<file path="src/rtl/dma_pkg.sv">
// Shared definitions for the DMA peripheral port.
//   periph_state_t : handshake FSM states (IDLE -> REQ -> ACK -> STRB -> IDLE)
//   DMA_DATA_W     : default DMA data bus width
package dma_pkg;

  localparam int DMA_DATA_W = 8;

  typedef enum logic [1:0] {
    IDLE = 2'd0,
    REQ  = 2'd1,
    ACK  = 2'd2,
    STRB = 2'd3
  } periph_state_t;

endpackage

</file>
<file path="src/rtl/dma_periph_fifo.sv">
// Synchronous FIFO holding the bytes that sit between the local device
// stream and the DMA bus.
//   clk, reset      : clock, synchronous active-high reset (flushes contents)
//   push, pushData  : write one entry; ignored when full
//   pop             : drop the head entry; ignored when empty
//   headData        : current head entry (valid when !empty)
//   full, empty     : occupancy flags
//   count           : number of stored entries, 0..DEPTH
module dma_periph_fifo #(
  parameter int DATA_W = 8,
  parameter int DEPTH  = 4
) (
  input  logic                     clk,
  input  logic                     reset,
  input  logic                     push,
  input  logic [DATA_W-1:0]        pushData,
  input  logic                     pop,
  output logic [DATA_W-1:0]        headData,
  output logic                     full,
  output logic                     empty,
  output logic [$clog2(DEPTH):0]   count
);

  localparam int AW = $clog2(DEPTH);
  localparam int CW = AW + 1;

  logic [DATA_W-1:0] mem [DEPTH];
  logic [AW-1:0]     wrPtr;
  logic [AW-1:0]     rdPtr;
  logic              doPush;
  logic              doPop;

  assign doPush   = push & ~full;
  assign doPop    = pop & ~empty;
  assign full     = (count == CW'(DEPTH));
  assign empty    = (count == '0);
  assign headData = mem[rdPtr];

  // Pointers are exactly AW bits wide, so DEPTH being a power of two makes
  // them wrap on their own; count carries the extra bit to tell full/empty.
  always_ff @(posedge clk) begin
    if (reset) begin
      wrPtr <= '0;
      rdPtr <= '0;
      count <= '0;
    end else begin
      if (doPush) wrPtr <= wrPtr + AW'(1);
      if (doPop)  rdPtr <= rdPtr + AW'(1);
      count <= count + CW'(doPush) - CW'(doPop);
    end
  end

  always_ff @(posedge clk) begin
    if (doPush) mem[wrPtr] <= pushData;
  end

endmodule

</file>
<file path="src/rtl/dma_periph_port.sv">
// Peripheral end of an 8237A-style DMA channel handshake.
// Raises DREQ when the local FIFO has data for memory (dir=0) or room for
// data from memory (dir=1), answers one IOR/IOW strobe per request and
// treats EOP_N as terminal count.
//   CLK, RESET                : clock, synchronous active-high reset
//   enable, dir               : channel enable; transfer direction (0 dev->mem)
//   DREQ, DACK                : request out, acknowledge in (active level DACK_POL)
//   IOR_N, IOW_N, EOP_N       : active-low bus strobes and terminal count
//   DB_IN, DB_OUT, DB_OE      : data bus in, data bus out and its enable
//   in_valid/in_ready/in_data : local push stream (used when dir=0)
//   out_valid/out_ready/out_data : local pop stream (used when dir=1)
//   tc_done, ovf              : sticky terminal-count and overflow flags
//   dbgState, dbgCount        : FSM state and FIFO occupancy for observation
//
// Local streams use valid/ready: an entry moves on every CLK edge where both
// valid and ready are high; valid must not depend on ready, and data is
// held stable while valid is high and ready is low.
module dma_periph_port
  import dma_pkg::*;
#(
  parameter int DATA_W     = DMA_DATA_W,
  parameter int FIFO_DEPTH = 4,
  parameter bit DACK_POL   = 1'b1
) (
  input  logic                        CLK,
  input  logic                        RESET,
  input  logic                        enable,
  input  logic                        dir,
  output logic                        DREQ,
  input  logic                        DACK,
  input  logic                        IOR_N,
  input  logic                        IOW_N,
  input  logic                        EOP_N,
  input  logic [DATA_W-1:0]           DB_IN,
  output logic [DATA_W-1:0]           DB_OUT,
  output logic                        DB_OE,
  input  logic                        in_valid,
  output logic                        in_ready,
  input  logic [DATA_W-1:0]           in_data,
  output logic                        out_valid,
  input  logic                        out_ready,
  output logic [DATA_W-1:0]           out_data,
  output logic                        tc_done,
  output logic                        ovf,
  output periph_state_t               dbgState,
  output logic [$clog2(FIFO_DEPTH):0] dbgCount
);

  periph_state_t     state;
  periph_state_t     nextState;
  logic              iorQ;
  logic              iowQ;
  logic              dirQ;
  logic              eopSeen;
  logic              tcDone;
  logic              ovfQ;
  logic              dbOe;
  logic [DATA_W-1:0] dbOut;
  logic [DATA_W-1:0] dbInQ;

  logic              dackAct;
  logic              strbStart;
  logic              strbEnd;
  logic              eopNow;
  logic              busPush;
  logic              busPop;
  logic              setTc;
  logic              oeNext;

  logic              fifoPush;
  logic              fifoPop;
  logic [DATA_W-1:0] fifoPushData;
  logic [DATA_W-1:0] fifoHead;
  logic              fifoFull;
  logic              fifoEmpty;

  // Edges are taken between the previous sample (*Q) and the current one,
  // so a strobe change is acted on at the first CLK edge that sees it.
  assign dackAct   = (DACK == DACK_POL);
  assign strbStart = dirQ ? (iowQ & ~IOW_N) : (iorQ & ~IOR_N);
  assign strbEnd   = dirQ ? (~iowQ & IOW_N) : (~iorQ & IOR_N);
  assign eopNow    = eopSeen | ~EOP_N;

  always_comb begin
    nextState = state;
    busPush   = 1'b0;
    busPop    = 1'b0;
    setTc     = 1'b0;
    case (state)
      IDLE: begin
        if (enable && !tcDone && (dirQ ? !fifoFull : !fifoEmpty))
          nextState = REQ;
      end
      // Once raised, DREQ is held until acknowledged, even if enable drops.
      REQ: begin
        if (dackAct) nextState = ACK;
      end
      ACK: begin
        if (strbStart) begin
          nextState = STRB;
        end else if (!dackAct) begin
          if (eopNow) begin
            setTc     = 1'b1;
            nextState = IDLE;
          end else begin
            nextState = REQ;
          end
        end
      end
      STRB: begin
        if (strbEnd) begin
          nextState = IDLE;
          setTc     = eopNow;
          busPush   = dirQ;
          busPop    = ~dirQ;
        end
      end
      default: nextState = IDLE;
    endcase
  end

  // The bus is driven only for cycles spent in STRB with IOR_N sampled low,
  // so DB_OE drops on the edge that sees IOR_N rise.
  assign oeNext = (nextState == STRB) && !dirQ && !IOR_N;

  always_ff @(posedge CLK) begin
    if (RESET) begin
      state   <= IDLE;
      iorQ    <= 1'b1;
      iowQ    <= 1'b1;
      dirQ    <= 1'b0;
      eopSeen <= 1'b0;
      tcDone  <= 1'b0;
      ovfQ    <= 1'b0;
      dbOe    <= 1'b0;
      dbOut   <= '0;
      dbInQ   <= '0;
    end else begin
      state <= nextState;
      iorQ  <= IOR_N;
      iowQ  <= IOW_N;
      // Direction may only change while nothing is buffered or requested.
      if (state == IDLE && nextState == IDLE && fifoEmpty && !fifoPush)
        dirQ <= dir;
      if (nextState == IDLE)
        eopSeen <= 1'b0;
      else if ((state == ACK || state == STRB) && !EOP_N)
        eopSeen <= 1'b1;
      if (setTc)
        tcDone <= 1'b1;
      else if (!enable)
        tcDone <= 1'b0;
      if (busPush && fifoFull)
        ovfQ <= 1'b1;
      dbOe  <= oeNext;
      dbOut <= oeNext ? fifoHead : '0;
      // Keep the last value seen while IOW_N is low; it is pushed on the rise.
      if (nextState == STRB && dirQ && !IOW_N)
        dbInQ <= DB_IN;
    end
  end

  assign fifoPush     = dirQ ? (busPush & ~fifoFull) : (in_valid & ~fifoFull);
  assign fifoPop      = dirQ ? (out_ready & ~fifoEmpty) : busPop;
  assign fifoPushData = dirQ ? dbInQ : in_data;

  dma_periph_fifo #(
    .DATA_W (DATA_W),
    .DEPTH  (FIFO_DEPTH)
  ) u_fifo (
    .clk      (CLK),
    .reset    (RESET),
    .push     (fifoPush),
    .pushData (fifoPushData),
    .pop      (fifoPop),
    .headData (fifoHead),
    .full     (fifoFull),
    .empty    (fifoEmpty),
    .count    (dbgCount)
  );

  assign DREQ      = (state != IDLE);
  assign DB_OE     = dbOe;
  assign DB_OUT    = dbOut;
  assign in_ready  = ~dirQ & ~fifoFull;
  assign out_valid = dirQ & ~fifoEmpty;
  assign out_data  = fifoHead;
  assign tc_done   = tcDone;
  assign ovf       = ovfQ;
  assign dbgState  = state;

endmodule
</file>
<file path="config.mk">
export PLATFORM = sky130hd
export DESIGN_NAME = dma_periph_port
export DESIGN_NICKNAME = d
export VERILOG_FILES = /design/src/rtl/dma_pkg.sv /design/src/rtl/dma_periph_fifo.sv /design/src/rtl/dma_periph_port.sv
export SDC_FILE = /design/constraint.sdc
export NUM_CORES = 1
export LEC_CHECK = 0
export CORE_MARGIN = 1
export CORE_UTILIZATION = 55
export CTS_CLUSTER_DIAMETER = 30
export DETAILED_ROUTE_END_ITERATION = 8
export PLACE_DENSITY_LB_ADDON = 0.25
export SLEW_MARGIN = 0
export SYNTH_ARGS = -nofsm -noshare
export SYNTH_HDL_FRONTEND = slang
export SYNTH_HIERARCHICAL = 1
export SYNTH_SLANG_ARGS = --single-unit
</file>
<file path="constraint.sdc">
create_clock -name CLK -period 5 [get_ports CLK]
set_clock_uncertainty 0.1 [all_clocks]
set_input_delay 1 -clock CLK [delete_from_list [all_inputs] [get_ports CLK]]
set_output_delay 1 -clock CLK [all_outputs]
set_load 0.01 [all_outputs]
</file>
==> results of run 1 <==
==> kinds of logic after synthesis <==
| kind of cell | after synthesis | share of synthesized area (%) |
|---|---|---|
| compound gates | 23 | 5.90 |
| xor+xnor | 3 | 0.918 |
| fa+ha+maj | 9 | 4.02 |
| buf+inv | 22 | 3.19 |
| flops | 66 | 57.3 |
| mux | 27 | 13.5 |
| simple gates | 70 | 15.2 |
==> cells in the mapped netlist, types with 2 or more instances <==
master	n
nor2b_1	3
nor3b_1	2
and2_1	15
dfxtp_1	34
inv_1	13
o21ai_0	3
mux4_2	8
ha_1	6
and3b_1	2
mux2i_1	10
maj3_1	2
nor2_1	13
xnor2_1	2
nand2b_1	20
a221oi_1	2
o211ai_1	2
mux2_2	8
a21oi_1	7
edfxtp_1	32
clkbuf_1	6
nand2_1	4
or3_1	2
or2_2	2
==> sequential cells by signal, summed over array words and instances (netlist names), named ones only <==
signal and flops:
u_fifo/rdPtr 2, u_fifo/mem 32, ovf 1, dirQ 1, eopSeen 1, dbgState 2
tc_done 1, u_fifo/count 3, DB_OE 1, iowQ 1, u_fifo/wrPtr 2, DB_OUT 8
dbInQ 8, iorQ 1
==> path summary, 6_finish.rpt <==
path	start	endpoint	slack [ns]
hold / removal	dbInQ[5]$_SDFFE_PP0P_	dbInQ[5]$_SDFFE_PP0P_	0.38
setup / recovery	IOW_N	u_fifo/count[2]$_SDFF_PP0_	1.50
setup reg to reg	dbgState[0]$_SDFF_PP0_	u_fifo/count[2]$_SDFF_PP0_	2.10
hold reg to reg	dbInQ[5]$_SDFFE_PP0P_	dbInQ[5]$_SDFFE_PP0P_	0.38
==> per-stage QoR <==
| stage | power, W | cell area, um2 |
|---|---|---|
| after detailed placement | 0.00116 | 3440 |
| after global routing | 0.00170 | 3650 |
| final | 0.00162 | 3650 |
| after floorplan | 0.000985 | 2860 |
| after CTS | 0.00163 | 3650 |
| after global placement | 0.00115 | 3440 |
==> layer usage <==
| layer | up-vias | GRT usage (%) | share of wire (%) |
|---|---|---|---|
| met5 | - | 0 | 0 |
| met4 | 0 | 9.19 | 1.0 |
| met1 | 871 | 27.2 | 43 |
| li1 | 891 | - | - |
| met2 | 63 | 36.2 | 50 |
| met3 | 9 | 7.99 | 5.6 |
==> cell type report <==
type,count,area (um2)
timing repair buffer,54,536
fill,343,1230
tap,67,83.8
clock buffer,9,124
sequential,66,1640
inverter,13,48.8
multi-input combinational,132,1130
clock inverter,6,82.6
==> power by group <==
part           total, W  switching [W]  internal [W]
logic          0.000444       0.000209      0.000235
registers      0.000702      0.0000483      0.000653
clock network  0.000470       0.000195      0.000275
==> critical path: stages <==
cell and delay [ns]:
clkdlybuf4s50_1 0.50, and3b_1 0.20, and2_1 0.18, a21oi_1 0.06
nor2_1 0.08, inv_1 0.07, nor2_2 0.22, inv_1 0.07
ha_1 0.27, inv_1 0.04, ha_1 0.18, fa_1 0.37
xnor2_1 0.18, xnor2_1 0.14, nor2_1 0.05
==> results.json, run 1 <==
{
  "timing.hold.ws_ns": 0.378,
  "ant_nets": 0,
  "antenna_found_initial": 0,
  "dr_total_vias": 1834,
  "final_common_cell": "clkdlybuf4s50_1",
  "worst_pin_slew_ns": 0.584,
  "irDropWorstVdd_uv": 345,
  "cts_resized": 0,
  "drtPass1Iterations": 4,
  "synth_top_area_cell": "edfxtp_1",
  "finalCritPeriodShare_pct": 70.0,
  "routabilityCongestion": 0.778,
  "whs_path_depth": 2,
  "post_cts_buffers": 0,
  "hp-class": "register to register",
  "tns_ns": 0,
  "drive_gt1_share_pct": 15.4,
  "portBuffers": 52,
  "root_buffer": "clkbuf_8",
  "finalHoldViolations": 0,
  "die_y_um": 74.2,
  "required_ns": 5.12,
  "synth-main-ff-cell": "dfxtp_1",
  "crit_type": "primary input to register",
  "finalSetupViolCount": 0,
  "avgSynthCellArea_um2": 13.0,
  "reg2regPathDepth": 14,
  "wirelength_um": 5350,
  "die_area_mm2": 0.00550,
  "drc": 0,
  "area_growth_syn_to_layout_pct": 27.3,
  "ys_ff_latch": 66,
  "synth_edf_count": 32,
  "drt_iter0_markers": 122,
  "wire_per_inst_um": 15.4,
  "final_cell_count_no_fill": 347,
  "synthCells": 220,
  "final_cell_mix": "clkdlybuf4s50_1 (52), dfxtp_1 (34), edfxtp_1 (32)",
  "num_io_pins": 53,
  "startpoint_type": "primary input",
  "yosys.area.top_type_share_pct": 33.6,
  "htree_levels": 3,
  "track_usage_pct": 22.3,
  "yosysUniqueCellTypes": 45,
  "ys_seq_area_share_pct": 57.3,
  "n_antenna_cell": 0,
  "grt_overflow_total": 0,
  "clk-insertion-delay-late_ns": 0.33,
  "power_density_mw_per_mm2": 443,
  "status": "complete, no violations",
  "max_freq_ghz": 0.286,
  "worst-path-max-fanout": 6,
  "hold_buffers": 0,
  "cts_tree": "built",
  "yosys-top-cells-area": "edfxtp_1 (34%), dfxtp_1 (24%), mux4_2 (6.3%), nand2b_1 (4.4%), mux2i_1 (3.5%)",
  "ys.warnings.count": 6,
  "relSlewSlack_pct": 61.0,
  "initial_core_util_pct": 58.7,
  "utilization_pct": 74.7,
  "dp.cells": 332,
  "grt_setup_unrepaired": "false",
  "crit_path_end_kind": "register",
  "grt_pass1_wl_um": 8690,
  "clk_pin_slew_ns": 0.07,
  "cap_violations": 0,
  "std_cell_rows": 25,
  "p_leak_nw": 1.31,
  "cp.arrival_ns": 3.62,
  "fin_crit_ns": 3.50,
  "clockBufferDepth": 2,
  "grt_max_degree": 34,
  "cts_sinks": 66,
  "setup_slack_ns": 1.50,
  "via_per_inst": 5.29,
  "final_net_count": 309,
  "syn_nets": 253,
  "place_ws_ns": 1.17,
  "syn_area_mm2": 0.00286,
  "synthArstFlopShare_pct": 0,
  "slew_violations": 0,
  "hpwl_um": 3600,
  "cts-buffers-inserted": 9,
  "grt_pass1_vias": 1816,
  "die_w_um": 74.2,
  "fp.coreArea_mm2": 0.00488
}
Note: power is estimated with default switching activity, not from simulation.
==> inputs of run 2 (changes only) <==
Settings changed: CORE_UTILIZATION 55 to 52.
Clock period 5 ns to 3.6 ns, I/O delays scaled along.
==> run 2 against run 1 <==
Compared with the run above: clock power up 17%; highest routed layer unchanged; global-route usage down 2.2 points; final area down 0.45%; critical path type unchanged; sequential share of layout area is 0.20 points higher; sequential power up 40%; wire length shrank 1.9%; core utilization down 5.0 points.
==> results.json, run 2 (synthesized netlist as in run 1, its figures left out) <==
{
  "track_usage_pct": 20.2,
  "wire_per_inst_um": 14.9,
  "required_ns": 3.72,
  "grt_max_degree": 33,
  "cts_tree": "built",
  "worst-path-max-fanout": 4,
  "path_cells": "clkdlybuf4s50_1 > and3b_1 > and2_1 > a21oi_1 > nor2_1 > inv_1 > nor2_2 > inv_1 > ha_1 > inv_1 > ha_1 > fa_1 > xnor2_1 > xnor2_1 > nor2_1",
  "status": "complete, no violations",
  "std_cell_rows": 26,
  "grt_overflow_total": 0,
  "final_cell_mix": "clkdlybuf4s50_1 (52), dfxtp_1 (34), edfxtp_1 (32)",
  "power_density_mw_per_mm2": 590,
  "r2r_setup_slack_ns": 0.72,
  "finalHoldViolations": 0,
  "min_from": "dbInQ[1]$_SDFFE_PP0P_",
  "finalCritPeriodShare_pct": 87.9,
  "cts_resized": 0,
  "critical_path_buf_inv_count": 4,
  "final_net_count": 310,
  "startpoint_type": "primary input",
  "initial_core_util_pct": 55.0,
  "whs_path_depth": 2,
  "worst_pin_slew_ns": 0.568,
  "hold_buffers": 0,
  "postPlaceCellArea_mm2": 0.00345,
  "clk-insertion-delay-late_ns": 0.33,
  "drc": 0,
  "hpwl_um": 3620,
  "reg2regPathDepth": 14,
  "wirelength_um": 5250,
  "crit_path_frequent_cell": "inv_1",
  "root_buffer": "clkbuf_8",
  "antenna_found_initial": 0,
  "post_cts_buffers": 0,
  "rr_endpoint": "u_fifo/count[2]$_SDFF_PP0_",
  "drt_iter0_markers": 56,
  "slew_violations": 0,
  "p_leak_nw": 1.29,
  "grt_pass1_vias": 1828,
  "clockBufferDepth": 2,
  "die_area_mm2": 0.00581,
  "crit_type": "primary input to register",
  "grt_setup_unrepaired": "false",
  "drive_gt1_share_pct": 15.6,
  "dr_total_vias": 1799,
  "regToRegStartpoint": "dirQ$_SDFFE_PP0P_",
  "cts_sinks": 66,
  "finalSetupViolCount": 0,
  "tns_ns": 0,
  "hp-class": "register to register",
  "fin_area_mm2": 0.00363,
  "crit_path_end_kind": "register",
  "n_antenna_cell": 0,
  "power_w": 0.00214,
  "cp.arrival_ns": 3.28,
  "portBuffers": 52,
  "crit_family": "adder cells",
  "num_io_pins": 53,
  "relSlewSlack_pct": 62.0,
  "die_w_um": 76.2,
  "htree_levels": 3,
  "via_per_inst": 5.11,
  "routabilityCongestion": 0.742,
  "ant_nets": 0,
  "drtPass1Iterations": 4,
  "crit_slowest_cell": "clkdlybuf4s50_1",
  "largest_reg_flops": 32,
  "fp.coreArea_mm2": 0.00520,
  "cp_slowest_stage_delay_ns": 0.51,
  "irDropWorstVdd_uv": 380,
  "final_common_cell": "clkdlybuf4s50_1",
  "cts-buffers-inserted": 9,
  "cap_violations": 0,
  "max_flop_register": "u_fifo/mem",
  "grt_pass1_wl_um": 8850,
  "fin_crit_ns": 3.16,
  "max_freq_ghz": 0.316,
  "area_growth_syn_to_layout_pct": 26.8,
  "die_y_um": 76.2,
  "clk_pin_slew_ns": 0.07,
  "hold_end": "dbInQ[1]$_SDFFE_PP0P_"
}
run 2: cell types whose count changed in the layout (fill, tap and decap cells not counted):
cell / delta
buf_4: +1
bufinv_16: -2
clkbuf_8: +1
clkinv_1: +1
clkinv_2: -2
clkinv_4: +1
clkinvlp_4: +1
inv_6: +1
run 2: tightest hold or removal path, stage by stage (launching register included):
cell	delay, ns
dfxtp_1	0.31
nand2b_1	0.06
mux2i_1	0.05
run 2: report_power, final:
part	switching [W]	internal, W	total, W
Clock	0.000281	0.000268	0.000549
Sequential	0.0000762	0.000907	0.000983
Combinational	0.000280	0.000331	0.000611
run 2: layout make-up:
cell class | instances | area (um2)
Sequential cell | 66 | 1640
Fill cell | 393 | 1570
Multi-Input combinational cell | 132 | 1130
Timing Repair Buffer | 55 | 543
Clock buffer | 10 | 138
Tap cell | 70 | 87.6
Inverter | 13 | 48.8
Clock inverter | 6 | 41.3
run 2: per-stage QoR:
step | cells | worst slack [ns] | utilization (%) | hold WS, ns
6_report | 352 | 0.437 | 69.8 | 0.373
3_5_place_dp | 336 | 0.110 | 66.3 | 0.362
5_1_grt | 352 | 0.294 | 69.8 | 0.387
3_3_place_gp | 336 | 0.213 | 66.3 | 0.357
4_1_cts | 352 | 0.459 | 69.8 | 0.374
2_1_floorplan | 220 | 0.751 | - | 0.345
run 2: layer usage:
| layer | part of all wire, % | up-vias | wire length (um) | GRT usage [%] |
|---|---|---|---|---|
| met5 | 0 | - | 0 | 0 |
| met4 | 0.72 | 0 | 38 | 7.31 |
| met3 | 6.0 | 7 | 316 | 7.31 |
| met2 | 49 | 58 | 2560 | 32.2 |
| met1 | 45 | 839 | 2340 | 25.2 |
| li1 | - | 895 | - | - |
run 2: worst max-delay path by stage:
stage               slack [ns]  start  depth (start not counted)                          to
floorplan                 0.75  IOW_N                         14  u_fifo/count[2]$_SDFF_PP0_
global placement          0.21  IOW_N                         15  u_fifo/count[2]$_SDFF_PP0_
detailed placement        0.11  IOW_N                         15  u_fifo/count[2]$_SDFF_PP0_
CTS                       0.46  IOW_N                         15  u_fifo/count[2]$_SDFF_PP0_
global route              0.29  IOW_N                         15  u_fifo/count[2]$_SDFF_PP0_
finish                    0.44  IOW_N                         15  u_fifo/count[2]$_SDFF_PP0_
==> inputs of run 3 (changes only) <==
Settings changed: RECOVER_POWER from default to 25, SKIP_CTS_REPAIR_TIMING from default to 1.
==> run 3 against run 2 <==
Compared with the run above: sequential share of layout area hardly changed; count of clock-buffer cells in the layout unchanged; core utilization down 0.072 points; critical endpoint unchanged; final area down 0.10%; power fell by 0.30%.
==> results.json, run 3 (synthesized netlist as in run 1, its figures left out) <==
{
  "timing.hold.ws_ns": 0.374,
  "num_io_pins": 53,
  "relSlewSlack_pct": 21.4,
  "n_antenna_cell": 0,
  "startpoint_type": "primary input",
  "fin_crit_ns": 3.21,
  "via_per_inst": 5.14,
  "top_layer_used": "met4",
  "p_leak_nw": 1.30,
  "slew_violations": 0,
  "clk_pin_slew_ns": 0.07,
  "antenna_found_initial": 0,
  "clk-insertion-delay-late_ns": 0.34,
  "worst-path-max-fanout": 4,
  "root_buffer": "clkbuf_8",
  "dr_total_vias": 1811,
  "worst_pin_slew_ns": 1.18,
  "wirelength_um": 5280,
  "crit_type": "primary input to register",
  "max_freq_ghz": 0.312,
  "die_y_um": 76.2,
  "drt_iter0_markers": 59,
  "max_flop_register": "u_fifo/mem",
  "clockBufferDepth": 2,
  "track_usage_pct": 20.2,
  "drc": 0,
  "final_common_cell": "clkdlybuf4s50_1",
  "cap_violations": 0,
  "reg2regPathDepth": 14,
  "cts_tree": "built",
  "std_cell_rows": 26,
  "wl_met1_um": 2350,
  "routabilityCongestion": 0.742,
  "regToRegStartpoint": "dirQ$_SDFFE_PP0P_",
  "cts-buffers-inserted": 9,
  "wl_met3_um": 330,
  "drtPass1Iterations": 4,
  "grt_max_degree": 33,
  "ant_nets": 0,
  "final_net_count": 310,
  "cts_sinks": 66,
  "hpwl_um": 3620,
  "whs_path_depth": 2,
  "grt_pass1_wl_um": 8850,
  "required_ns": 3.68,
  "initial_core_util_pct": 55.0,
  "n_fill_cell": 393,
  "finalCritPeriodShare_pct": 89.1,
  "grt_overflow_total": 0,
  "irDropWorstVdd_uv": 381,
  "die_w_um": 76.2,
  "grt_setup_unrepaired": "false",
  "cp.arrival_ns": 3.29,
  "portBuffers": 52,
  "fp.coreArea_mm2": 0.00520,
  "wire_per_inst_um": 15.0,
  "crit_path_end_kind": "register",
  "die_area_mm2": 0.00581,
  "hp-class": "register to register",
  "crit_start": "IOW_N",
  "grt_pass1_vias": 1828,
  "final_cell_mix": "clkdlybuf4s50_1 (46), dfxtp_1 (34), edfxtp_1 (32)",
  "r2r_setup_slack_ns": 0.69,
  "dp.cells": 336,
  "min_from": "dbInQ[1]$_SDFFE_PP0P_",
  "htree_levels": 3,
  "drive_gt1_share_pct": 12.4,
  "largest_reg_flops": 32,
  "wl_met2_um": 2540,
  "power_density_mw_per_mm2": 589,
  "area_growth_syn_to_layout_pct": 26.6,
  "finalSetupViolCount": 0,
  "final_cell_count_no_fill": 352,
  "tns_ns": 0,
  "finalHoldViolations": 0,
  "status": "complete, no violations"
}
==> run 3: cell types whose count changed in the layout (fill, tap and decap cells not counted) <==
cell,change
mux2_1,+8
dlygate4sd3_1,+6
buf_4,-1
mux2_2,-8
clkbuf_1,+1
clkdlybuf4s50_1,-6
==> run 3: worst max-delay path, cell delays in order <==
cell	delay, ns
clkdlybuf4s50_1	0.51
and3b_1	0.22
and2_1	0.19
a21oi_1	0.05
nor2_1	0.08
inv_1	0.07
nor2_2	0.13
inv_1	0.06
ha_1	0.27
inv_1	0.04
ha_1	0.19
fa_1	0.38
xnor2_1	0.18
xnor2_1	0.14
nor2_1	0.05
==> run 3: power by group <==
| group | leakage, nW | switching [W] | internal (W) |
|---|---|---|---|
| sequential | 0.569 | 0.0000759 | 0.000907 |
| combinational | 0.640 | 0.000281 | 0.000322 |
| clock | 0.0863 | 0.000282 | 0.000268 |
| total | 1.30 | 0.000639 | 0.00150 |
==> run 3: worst paths after layout <==
check                                                  end
worst max-delay path            u_fifo/count[2]$_SDFF_PP0_
worst min-delay path                 dbInQ[1]$_SDFFE_PP0P_
worst max register to register  u_fifo/count[2]$_SDFF_PP0_
worst min register to register       dbInQ[1]$_SDFFE_PP0P_
==> run 3: routing by layer <==
metal,vias up,track usage [%]
met5,-,0
met3,8,7.31
met1,849,25.2
met4,0,7.31
met2,59,32.2
li1,895,-
==> run 3: stage by stage <==
step                      total power (W)  util, %  instance area (um2)  setup WS, ns
after CTS                         0.00218     69.8                 3630         0.459
after global placement            0.00160     66.3                 3450         0.213
after global routing              0.00226     69.7                 3630         0.245
after detailed placement          0.00161     66.3                 3450         0.110
final                             0.00214     69.7                 3630         0.393
after floorplan                   0.00137        -                 2860         0.751
==> run 3: area by class of cell <==
type                            count  area, um2  share of cell area, %
Sequential cell                    66       1640                   45.3
Multi-Input combinational cell    132       1130                   31.2
Timing Repair Buffer               55        539                   14.9
Clock buffer                       10        138                   3.79
Tap cell                           70       87.6                   2.41
Inverter                           13       48.8                   1.35
Clock inverter                      6       41.3                   1.14
